==> config.mk <==
export PLATFORM = sky130hd
export DESIGN_NAME = io_controller
export DESIGN_NICKNAME = d
export VERILOG_FILES = /design/src/rtl/zaf_io_pkg.sv /design/src/rtl/io_timeout_counter.sv /design/src/rtl/io_controller.sv
export SDC_FILE = /design/constraint.sdc
export NUM_CORES = 1
export LEC_CHECK = 0
export ABC_AREA = 1
export CAP_MARGIN = 20
export CORE_UTILIZATION = 38
export DETAILED_ROUTE_END_ITERATION = 7
export PLACE_DENSITY = 0.85
export SYNTH_ARGS = -nofsm -noshare
export SYNTH_HDL_FRONTEND = slang
export SYNTH_SLANG_ARGS = --single-unit
==> constraint.sdc <==
create_clock -name clk -period 1.3 [get_ports clk]
set_input_delay 0.26 -clock clk [delete_from_list [all_inputs] [get_ports clk]]
set_output_delay 0.26 -clock clk [all_outputs]
set_load 0.05 [all_outputs]
==> src/rtl/zaf_io_pkg.sv <==
// rtl/zaf_io_pkg.sv - shared types and constants for the io_controller slice
package zaf_io_pkg;

  localparam int DATA_W          = 32;
  localparam int TIMEOUT_DEFAULT = 1024;

  typedef enum logic [2:0] {
    IDLE     = 3'd0,
    IN_WAIT  = 3'd1,
    IN_DONE  = 3'd2,
    OUT_WAIT = 3'd3,
    OUT_DONE = 3'd4
  } io_state_t;

endpackage

==> src/rtl/io_timeout_counter.sv <==
// rtl/io_timeout_counter.sv - wait-cycle counter, expires on the CYCLES-th enabled cycle
module io_timeout_counter
  import zaf_io_pkg::*;
#(
  parameter int CYCLES = TIMEOUT_DEFAULT
) (
  input  logic clk,
  input  logic rst_n,
  input  logic clear,
  input  logic enable,
  output logic expired
);

  localparam int CW = $clog2(CYCLES + 1);

  logic [CW-1:0] cnt;

  always_ff @(posedge clk or negedge rst_n) begin
    if (!rst_n) begin
      cnt <= '0;
    end else if (clear) begin
      cnt <= '0;
    end else if (enable && !expired) begin
      cnt <= cnt + 1'b1;
    end
  end

  // The first enabled cycle sees cnt == 0, so the CYCLES-th one sees CYCLES-1.
  assign expired = enable && (cnt == CW'(CYCLES - 1));

endmodule

==> src/rtl/io_controller.sv <==
// rtl/io_controller.sv - in/out instruction handshake FSM; IO_TIMEOUT_EN adds a wait-state timeout
module io_controller
  import zaf_io_pkg::*;
#(
  parameter int IN_WIDTH       = 16,
  parameter int TIMEOUT_CYCLES = TIMEOUT_DEFAULT
) (
  input  logic                clk,
  input  logic                rst_n,
  input  logic                inctrl,
  input  logic                outctrl,
  input  logic [DATA_W-1:0]   rs_data,
  input  logic                in_valid,
  input  logic [IN_WIDTH-1:0] in_data,
  output logic                in_req,
  output logic                out_valid,
  output logic [DATA_W-1:0]   out_word,
  input  logic                out_ack,
  output logic [DATA_W-1:0]   rd_data,
  output logic                rd_we,
  output logic                io_done,
  output logic                io_busy,
  output logic                io_err
);

  io_state_t state, state_nxt;
  logic      tmo_expired;

  if (TIMEOUT_CYCLES < 1 || IN_WIDTH < 1 || IN_WIDTH > DATA_W) begin : g_bad_cfg
    $error("io_controller: TIMEOUT_CYCLES must be >= 1 and IN_WIDTH within 1..32");
  end

`ifdef IO_TIMEOUT_EN
  logic waiting;

  assign waiting = (state == IN_WAIT) || (state == OUT_WAIT);

  io_timeout_counter #(
    .CYCLES(TIMEOUT_CYCLES)
  ) u_timeout (
    .clk    (clk),
    .rst_n  (rst_n),
    .clear  (!waiting),
    .enable (waiting),
    .expired(tmo_expired)
  );

  always_ff @(posedge clk or negedge rst_n) begin
    if (!rst_n) begin
      io_err <= 1'b0;
    end else if (tmo_expired) begin
      io_err <= 1'b1;
    end
  end
`else
  assign tmo_expired = 1'b0;
  assign io_err      = 1'b0;
`endif

  always_ff @(posedge clk or negedge rst_n) begin
    if (!rst_n) begin
      state <= IDLE;
    end else begin
      state <= state_nxt;
    end
  end

  // A handshake in the same cycle as expiry wins, so real data is never dropped.
  always_comb begin
    state_nxt = state;
    case (state)
      IDLE: begin
        if (inctrl) begin
          state_nxt = IN_WAIT;
        end else if (outctrl) begin
          state_nxt = OUT_WAIT;
        end
      end
      IN_WAIT: begin
        if (in_valid || tmo_expired) begin
          state_nxt = IN_DONE;
        end
      end
      IN_DONE:  state_nxt = IDLE;
      OUT_WAIT: begin
        if (out_ack || tmo_expired) begin
          state_nxt = OUT_DONE;
        end
      end
      OUT_DONE: state_nxt = IDLE;
      default:  state_nxt = IDLE;
    endcase
  end

  always_comb begin
    in_req    = (state == IN_WAIT);
    out_valid = (state == OUT_WAIT);
    rd_we     = (state == IN_DONE);
    io_done   = (state == IN_DONE) || (state == OUT_DONE);
    io_busy   = (state != IDLE);
  end

  always_ff @(posedge clk or negedge rst_n) begin
    if (!rst_n) begin
      out_word <= '0;
      rd_data  <= '0;
    end else begin
      if (state == IDLE && !inctrl && outctrl) begin
        out_word <= rs_data;
      end
      if (state == IN_WAIT) begin
        if (in_valid) begin
          rd_data <= DATA_W'(in_data);
        end else if (tmo_expired) begin
          rd_data <= '0;
        end
      end
    end
  end

endmodule

==> summary.txt <==
Drt
  • Per-cell routed wire length: 13.2 um
  • ANT nets after route: 0
  • Iteration-0 DRC count of the detailed router: 81
  • Post-Route WL: 5960 um
  • Vias post-DR: 2040
  • Post-route DRC: 0
  • Detailed Routing Iterations Pass 1: 4
  • DR vias/cell: 4.53

STA
  • Final Hold Vio Count: 0
  • Hold WS: 0.461 ns
  • RSZ-0062 raised after global routing: true
  • Pins Over Slew Limit: 0
  • Tcrit/Tclk final: 113%
  • Crit path time final: 1.47 ns
  • # setup viols final: 29
  • Setup TNS: -0.991 ns
  • Clk_skew: 0.00785 ns
  • Final setup margin: -0.168 ns
  • Fmax: 0.681 GHz

Floorplan
  • CORE AREA: 5570 um2
  • Height of the die: 78.5 um
  • Initial core utilization: 39.9%
  • Ports: 124
  • Die area: 6160 um2
  • Row Count: 27
  • Die Width: 78.5 um

Cells and area
  • Layout area overhead: 84.9%
  • Antenna cells: 0
  • Final non-filler cell total: 450
  • Share of cells above drive strength 1: 27.2%
  • Multi-input gate area: 852 um2
  • Storage element area: 1280 um2
  • FILL cells: 394
  • Layout Nets: 431

Critical path
  • Max Fanout on Critical Path: 3
  • Setup crit start kind: flip-flop
  • Reg2reg setup slack: -0.03 ns
  • Crit path arrival time: 1.21 ns
  • R2r worst-path depth: 6
  • Reg2reg start: state[0]
  • Critical path origin: state[0]
  • RR Endpoint: out_word[5]
  • CP Capture Type: output pin
  • Critical path class: flip-flop to output pin
  • Req. time, crit path: 1.04 ns

Power and ir drop
  • Pwr Total: 12.2 mW
  • Flop pwr share: 25.9%
  • VDD IR max: 1.58 mV
  • LEAKAGE: 2.05 nW
  • Sw Share: 46.8%
  • Clock share of power: 7.3%
  • Logic pwr share: 66.9%
  • Pwr dens: 2970 nW/um2
  • Int Power: 6.50 mW
  • Psw: 5.73 mW

Global route
  • Global route overflow: 0
  • First-pass GRT wire length: 9800 um
  • Initial antenna violation count: 0
  • Total global-route track usage: 20.6%
  • Largest net degree at the start of global routing: 52
  • Vias in the first global route: 2141

Synth
  • Yosys top cell area share: 57.4%
  • Combinational family with the most area after synthesis: simple AND/OR/NAND/NOR gates
  • Seq/Total Area, Yosys: 57.4%
  • Synth cell count leaders: nand2_1 (135), dfrtp_1 (51), buf_4 (20), nand3_1 (20), nor2_1 (7)
  • Synthesized area: 2220 um2
  • Async SR Flop Fraction: 100%
  • Seq cells post-synth: 51
  • Simple-Gate Fraction of Synth Area: 31.9%
  • Top-count cell post-synth: nand2_1
  • Post-Synth XOR/XNOR Area: 0%
  • Mux cell area share after synthesis: 0%
  • Post-synth EDFFs: 0
  • Area contributors post-synth: dfrtp_1 (57%), nand2_1 (23%), buf_4 (6.7%)
  • Synth Area in Adders: 0%
  • Yosys top cell by area: dfrtp_1
  • Yosys Warn Count: 0
  • Syn_area_per_cell: 8.66 um2
  • Mapped Cells: 257
  • Primary FF master, synth: dfrtp_1
  • Synth Area in Compound Gates: 0.225%
  • Synth cell types: 18

Clock network
  • CTS clk-pin slew, worst paths: 0.09 ns
  • H-tree Lvls: 2
  • CTS tree: built
  • CTS Buf Count: 5
  • CTS root buffer: clkbuf_8
  • Worst skew pair latency: 0.30 ns
  • Max Buffers Root-to-Sink: 2
  • Clk sinks: 51

Placed design
  • GPL Wtd Cong: 0.834
  • HPWL Detailed: 4320 um
  • Post-Place Cells: 434
  • IO buf count: 106

Run status
  • Violated checks: setup timing
  • Status: complete, but fails checks

Flow run
  • Max_cap viols: 0

Worst hold path
  • Worst min path class: primary input to asynchronous set/reset pin
[how the worst max path moves through the flow]
stage / to / slack (ns) / cells after the start
final: in_req / -0.17 / 4
after detailed placement: out_word[5] / -0.34 / 5
after floorplan: io_done / -0.05 / 3
after CTS: io_done / -0.21 / 4
after global placement: out_word[7] / -0.26 / 5
after global routing: rd_we / -0.23 / 4
[flip-flops by register name, indices dropped and copies added (netlist names)]
signal and flops:
rd_data 16, out_word 32, state 3
[power groups by stage]
stage          logic, mW  clock network, mW  registers [mW]
2_1_floorplan       1.74                  0            5.11
3_3_place_gp        7.69                  0            3.11
3_5_place_dp        7.81                  0            3.16
4_1_cts             7.97              0.927            3.15
5_1_grt             8.57              0.995            3.26
6_report            8.17              0.887            3.16
[per-layer routing]
| metal | part of all wire [%] | GRT usage [%] |
|---|---|---|
| met4 | 0.60 | 6.30 |
| met2 | 53 | 37.2 |
| met5 | 0 | 0 |
| met3 | 8.1 | 6.51 |
| met1 | 39 | 22.9 |
[stage by stage]
step | setup WS [ns] | cell area [um2] | util [%]
3_5_place_dp | -0.335 | 3870 | 69.4
3_3_place_gp | -0.260 | 3870 | 69.4
6_report | -0.168 | 4110 | 73.8
4_1_cts | -0.212 | 4020 | 72.1
2_1_floorplan | -0.0532 | 2300 | -
5_1_grt | -0.232 | 4110 | 73.8
[kinds of logic (layout without fill, tap and decap cells)]
| family | count (synthesis) | in the layout |
|---|---|---|
| AO/OA/AOI/OAI | 1 | 1 |
| flip-flops | 51 | 51 |
| other | 1 | 17 |
| AND/OR/NAND/NOR | 168 | 169 |
| buffers and inverters | 36 | 140 |
[layout make-up]
| cell class | count | share of cell area, % |
|---|---|---|
| timing repair buffer | 123 | 42.9 |
| sequential | 51 | 31.1 |
| multi-input combinational | 187 | 20.7 |
| tap | 72 | 2.19 |
| clock buffer | 6 | 1.76 |
| inverter | 9 | 1.06 |
| clock inverter | 2 | 0.304 |
[placed cells by master, fill, tap and decap left out]
master / instances
inv_4: 1
buf_12: 55
inv_8: 1
dlygate4sd3_1: 1
nor2_1: 5
inv_1: 5
buf_4: 10
clkbuf_1: 1
clkbuf_8: 5
nand2_2: 8
nand2_4: 2
dfrtp_1: 49
nor2_2: 1
clkinvlp_4: 1
nand2_8: 1
clkinv_2: 1
clkdlybuf4s50_1: 52
nand4_1: 1
dfrtp_2: 2
nand4_4: 1
buf_6: 2
nor2_4: 2
nand2_1: 127
conb_1: 17
nand3_2: 3
inv_2: 2
buf_2: 1
nor2_8: 1
buf_8: 2
o21ai_2: 1
nand3_1: 17
[what timing repair did]
item	in CTS	in global routing
pin swaps	4	5
gates resized for setup	9	19
buffers inserted	4	3
hold buffers	1	0
gates cloned	0	1
endpoints found under the hold margin	51	0
setup endpoints to repair	37	54
[worst max-delay path, cell delays in order (launching register included)]
cell and delay [ns]:
dfrtp_2 0.43, inv_2 0.05, buf_4 0.15, nor2_8 0.14
buf_12 0.15
Note: power is estimated with default switching activity, not from simulation.
